[src/rtl/program_loader.sv]
// Streams instruction words from a valid/ready source into the processor's program memory
// at sequential addresses, then releases the processor into run mode.
module program_loader #(
  parameter int OPCODE_W    = 5,
  parameter int DATA_W      = 32,
  parameter int ADDR_W      = 7,
  parameter int FIFO_DEPTH  = 4,
  parameter int HOLD_CYCLES = 2
) (
  input  logic                         clk,
  input  logic                         reset,
  input  logic                         load_start,
  input  logic                         s_valid,
  output logic                         s_ready,
  input  logic [OPCODE_W+DATA_W-1:0]   s_instr,
  input  logic                         s_last,
  output logic                         proc_reset,
  output logic                         prog_wr,
  output logic [ADDR_W-1:0]            prog_address,
  output logic [OPCODE_W+DATA_W-1:0]   prog_data,
  output logic                         done,
  output logic                         err,
  output logic [ADDR_W:0]              words_loaded
);

  localparam int INSTR_W = OPCODE_W + DATA_W;
  localparam int PW      = $clog2(FIFO_DEPTH);
  localparam int HW      = (HOLD_CYCLES > 1) ? $clog2(HOLD_CYCLES) : 1;
  localparam logic [ADDR_W:0]  CAPACITY  = (ADDR_W+1)'(1) << ADDR_W;
  localparam logic [PW:0]      FIFO_FULL = (PW+1)'(FIFO_DEPTH);
  localparam logic [HW-1:0]    HOLD_LAST = HW'(HOLD_CYCLES - 1);

  typedef enum logic [1:0] {IDLE, LOAD, RUN, ERR} state_t;

  state_t state, state_nxt;

  logic [INSTR_W:0]    fifo_mem [FIFO_DEPTH];
  logic [PW-1:0]       wr_ptr, rd_ptr;
  logic [PW:0]         count;
  logic                last_seen;
  logic                bus_busy;
  logic                bus_last;
  logic [HW-1:0]       hold_cnt;
  logic [ADDR_W-1:0]   addr_cnt;
  logic [INSTR_W:0]    head;

  logic start, in_load, full, empty, hold_done, bus_free;
  logic push, pop, overflow, write, finish;

  assign start     = load_start && (state != LOAD);
  assign in_load   = (state == LOAD);
  assign full      = (count == FIFO_FULL);
  assign empty     = (count == '0);
  assign hold_done = bus_busy && (hold_cnt == HOLD_LAST);
  assign bus_free  = !bus_busy || hold_done;
  assign s_ready   = in_load && !full && !last_seen;
  assign push      = s_valid && s_ready;
  assign pop       = in_load && bus_free && !empty;
  assign overflow  = pop && (words_loaded == CAPACITY);
  assign write     = pop && !overflow;
  // The last word leaves the FIFO before its hold ends, so empty confirms nothing follows it.
  assign finish    = in_load && hold_done && bus_last && empty;
  assign head      = fifo_mem[rd_ptr];

  always_ff @(posedge clk or posedge reset) begin
    if (reset) state <= IDLE;
    else       state <= state_nxt;
  end

  always_comb begin
    state_nxt  = state;
    proc_reset = 1'b1;
    prog_wr    = 1'b0;
    done       = 1'b0;
    err        = 1'b0;
    case (state)
      IDLE: begin
        if (load_start) state_nxt = LOAD;
      end
      LOAD: begin
        proc_reset = 1'b0;
        prog_wr    = 1'b1;
        if (overflow)    state_nxt = ERR;
        else if (finish) state_nxt = RUN;
      end
      RUN: begin
        proc_reset = 1'b0;
        done       = 1'b1;
        if (load_start) state_nxt = LOAD;
      end
      ERR: begin
        err = 1'b1;
        if (load_start) state_nxt = LOAD;
      end
      default: state_nxt = IDLE;
    endcase
  end

  always_ff @(posedge clk) begin
    if (push) fifo_mem[wr_ptr] <= {s_last, s_instr};
  end

  always_ff @(posedge clk or posedge reset) begin
    if (reset) begin
      wr_ptr       <= '0;
      rd_ptr       <= '0;
      count        <= '0;
      last_seen    <= 1'b0;
      bus_busy     <= 1'b0;
      bus_last     <= 1'b0;
      hold_cnt     <= '0;
      addr_cnt     <= '0;
      words_loaded <= '0;
      prog_address <= '0;
      prog_data    <= '0;
    end else if (start) begin
      wr_ptr       <= '0;
      rd_ptr       <= '0;
      count        <= '0;
      last_seen    <= 1'b0;
      bus_busy     <= 1'b0;
      bus_last     <= 1'b0;
      hold_cnt     <= '0;
      addr_cnt     <= '0;
      words_loaded <= '0;
    end else begin
      if (push) begin
        wr_ptr <= wr_ptr + 1'b1;
        if (s_last) last_seen <= 1'b1;
      end
      if (pop) rd_ptr <= rd_ptr + 1'b1;
      case ({push, pop})
        2'b10:   count <= count + 1'b1;
        2'b01:   count <= count - 1'b1;
        default: ;
      endcase
      if (write) begin
        prog_address <= addr_cnt;
        prog_data    <= head[INSTR_W-1:0];
        bus_last     <= head[INSTR_W];
        addr_cnt     <= addr_cnt + 1'b1;
        words_loaded <= words_loaded + 1'b1;
        hold_cnt     <= '0;
        bus_busy     <= 1'b1;
      end else if (hold_done) begin
        bus_busy <= 1'b0;
      end else if (bus_busy) begin
        hold_cnt <= hold_cnt + 1'b1;
      end
    end
  end

endmodule
[config.mk]
export PLATFORM = sky130hd
export DESIGN_NAME = program_loader
export DESIGN_NICKNAME = d
export VERILOG_FILES = /design/src/rtl/program_loader.sv
export SDC_FILE = /design/constraint.sdc
export NUM_CORES = 1
export LEC_CHECK = 0
export CAP_MARGIN = 10
export CORE_MARGIN = 5
export CORE_UTILIZATION = 42
export CTS_CLUSTER_SIZE = 28
export DETAILED_ROUTE_END_ITERATION = 7
export PLACE_DENSITY = 0.71
export SLEW_MARGIN = 30
export SYNTH_ARGS = -nofsm -noshare
export SYNTH_HDL_FRONTEND = slang
export SYNTH_SLANG_ARGS = --single-unit
[constraint.sdc]
create_clock -name clk -period 3.1 [get_ports clk]
set_clock_uncertainty 0.1 [all_clocks]
set_input_delay 0.93 -clock clk [delete_from_list [all_inputs] [get_ports clk]]
set_output_delay 0.93 -clock clk [all_outputs]
set_load 0.02 [all_outputs]
==> run metrics <==
Final ANT Viol Nets=0; PD cells=893 mW/mm^2; DRC Markers=0; cts bufs inserted=23; Startpoint Class=register; post-DP HPWL=10.5 mm; WP data arrival=1.89 ns; HP Start=addr_cnt[6]; worst reg2reg path endpoint=count[2]; RePlAce Congestion=0.797; status=finished clean; Final nets=633; input/output buffers=98; HP Class=register to register; final worst path period share=0.943; commonest cells in the netlist=152 x edfxtp_1, 72 x dfrtp_1, 38 x mux4_2; clock latency on the worst-skew pair=0.52 ns; WL final=16.9 mm; Seq pwr share=0.410; EDFF count, synth=152; top cells by area, synth=edfxtp_1 52%, dfrtp_1 21%, mux4_2 9.7%, mux2_2 4.1%, mux2_4 2.2%; GR Overflow Total=0; CTS sink count=224; Starting Density=0.422; worst setup margin=0.178 ns; Setup WS pre-CTS=-0.165 ns; Synth Net Count=513; Slew @ Worst Pin=0.640 ns; area share of the largest cell type after synthesis=0.519; Syn Std Cell Area=0.00879 sq mm; H-tree lvl count=1; syn avg cell area=19.1 sq um; sw frac=0.297; Die Y-Extent=155 microns; static leakage=0.00396 uW; slew margin rel.=0.570; initial drt markers=198; total track usage=0.142; Critical Path Sink Type=primary output; layout filler cell count=1695; sink of the worst hold path=addr_cnt[6]; # diodes=0; RSZ-0062 raised after global routing=false; worst-case clock buffer depth=3; critical path class=register to primary output; initial antenna violation count=0; switching power=2910 uW; largest net degree at the start of global routing=49; largest area contributor in the netlist=edfxtp_1; Clk pwr share=0.278; Rows=53; I/O pin cnt=99; number of global-route vias before repair=5016; Vias=4545; R2R setup slack=0.49 ns; CTS tree=built; CP max FO=5; Comb power frac=0.312; RR Startpoint=state[1]; clock slew at reported path FFs=0.06 ns; Synth cell types=47; post-synthesis register bit count=224; final setup fails=0; synth warn=0; Syn-to-layout area delta=25.0%; synthesized netlist cell count=459; area of the core=0.0208 sq mm; Wirelength per Cell=19.4 microns; Synth async-reset ratio=0.321; Max rail drop VDD=579 uV; layout cells sized above 1=0.260; setup_tns=0 ns; first-pass GRT wire length=27.0 mm; reg2reg path depth=9; Peak Freq=0.342 GHz; Pint=6900 uW; final hold viol count=0; Max-cap violations=0; Die Area=0.0239 sq mm; most frequent cell after synthesis=edfxtp_1; ys flop type=edfxtp_1; Final min period=2.92 ns; worst hold stages=1; first drt pass iteration count=4; Root Buffer=clkbuf_16; CP Data Required Time=2.07 ns; Die Width=155 microns; post-synthesis sequential area ratio=0.724; vias per cell=5.22; max-slew violations=0
per-stage QoR:
step	util	instances	power, uW	area [sq um]	hold WS, ns
after floorplan	-	459	5990	8790	0.345
after global placement	0.491	829	7090	10200	0.371
after detailed placement	0.491	829	7190	10200	0.383
after CTS	0.527	871	9940	11000	0.388
after global routing	0.528	871	10300	11000	0.395
final	0.528	871	9810	11000	0.383
layout make-up:
class	count	area [sq um]	share of cell area
Timing Repair Buffer	113	1170	0.106
Sequential cell	224	6370	0.580
Clock inverter	14	121	0.0110
Clock buffer	28	646	0.0588
Tap cell	275	344	0.0313
Inverter	11	42.5	0.00387
Multi-Input combinational cell	206	2290	0.209
worst max-delay path, stage by stage, from the launching register on:
cell             delay, ns
dfrtp_1               0.42
inv_1                 0.09
ha_1                  0.28
clkdlybuf4s50_1       0.59
power groups by stage:
stage / Combinational [uW] / Sequential, uW / Clock (uW)
2_1_floorplan: 1640 / 4360 / 0
3_3_place_gp: 3050 / 4050 / 0
3_5_place_dp: 3100 / 4080 / 0
4_1_cts: 3130 / 4030 / 2780
5_1_grt: 3280 / 4090 / 2930
6_report: 3060 / 4020 / 2730
placed cells by master, fill, tap and decap left out, types with 5 or more instances in the layout:
master | netlist | routed
mux2_4 | 13 | 13
ha_1 | 11 | 11
mux2i_1 | 11 | 11
edfxtp_1 | 152 | 152
mux2_2 | 32 | 32
o21ai_0 | 7 | 7
inv_1 | 10 | 9
clkbuf_16 | 0 | 24
nor2_1 | 14 | 13
and3_2 | 1 | 5
clkinv_2 | 0 | 8
nand3_1 | 15 | 15
buf_4 | 0 | 9
nand2_1 | 15 | 15
buf_12 | 0 | 6
mux4_2 | 38 | 38
clkdlybuf4s50_1 | 0 | 96
dfrtp_1 | 72 | 70
sequential cells by signal, summed over array words and instances (netlist names), 2 cells and up:
name          flops
rd_ptr            2
addr_cnt          7
prog_data        37
wr_ptr            2
words_loaded      8
count             3
fifo_mem        152
state             2
prog_address      7
worst max-delay path by stage:
| stage | cells past startpoint | slack [ns] | from | end |
|---|---|---|---|---|
| 3_5_place_dp | 8 | -0.17 | s_valid | count[2] |
| 3_3_place_gp | 8 | -0.11 | s_valid | count[2] |
| 2_1_floorplan | 10 | 0.24 | state[1] | count[2] |
| 4_1_cts | 4 | 0.07 | state[1] | prog_wr |
| 6_report | 3 | 0.18 | state[0] | proc_reset |
| 5_1_grt | 3 | 0.1 | state[0] | proc_reset |
per-layer routing:
metal,GRT usage,routed length [microns],up-vias
met4,0.0399,379,0
met5,0,0,-
met3,0.0299,888,29
li1,-,-,2037
met2,0.247,8710,135
met1,0.181,6940,2344
repair_timing:
action	4_1_cts	5_1_grt
hold buffers	0	0
gates resized for setup	2	1
endpoints found under the setup margin	1	1
endpoints found under the hold margin	0	0
buffers inserted	0	0
cell families (layout without fill, tap and decap cells):
kind of cell,after synthesis,count (layout),synth area share
AND/OR/NAND/NOR,72,72,0.0451
adder cells (fa/ha/maj),12,12,0.0179
multiplexers,94,94,0.173
AO/OA/AOI/OAI,21,21,0.0152
buffers and inverters,29,166,0.0162
flip-flops,224,224,0.724
XOR/XNOR,7,7,0.00783
(Power assumes the default switching activity.)
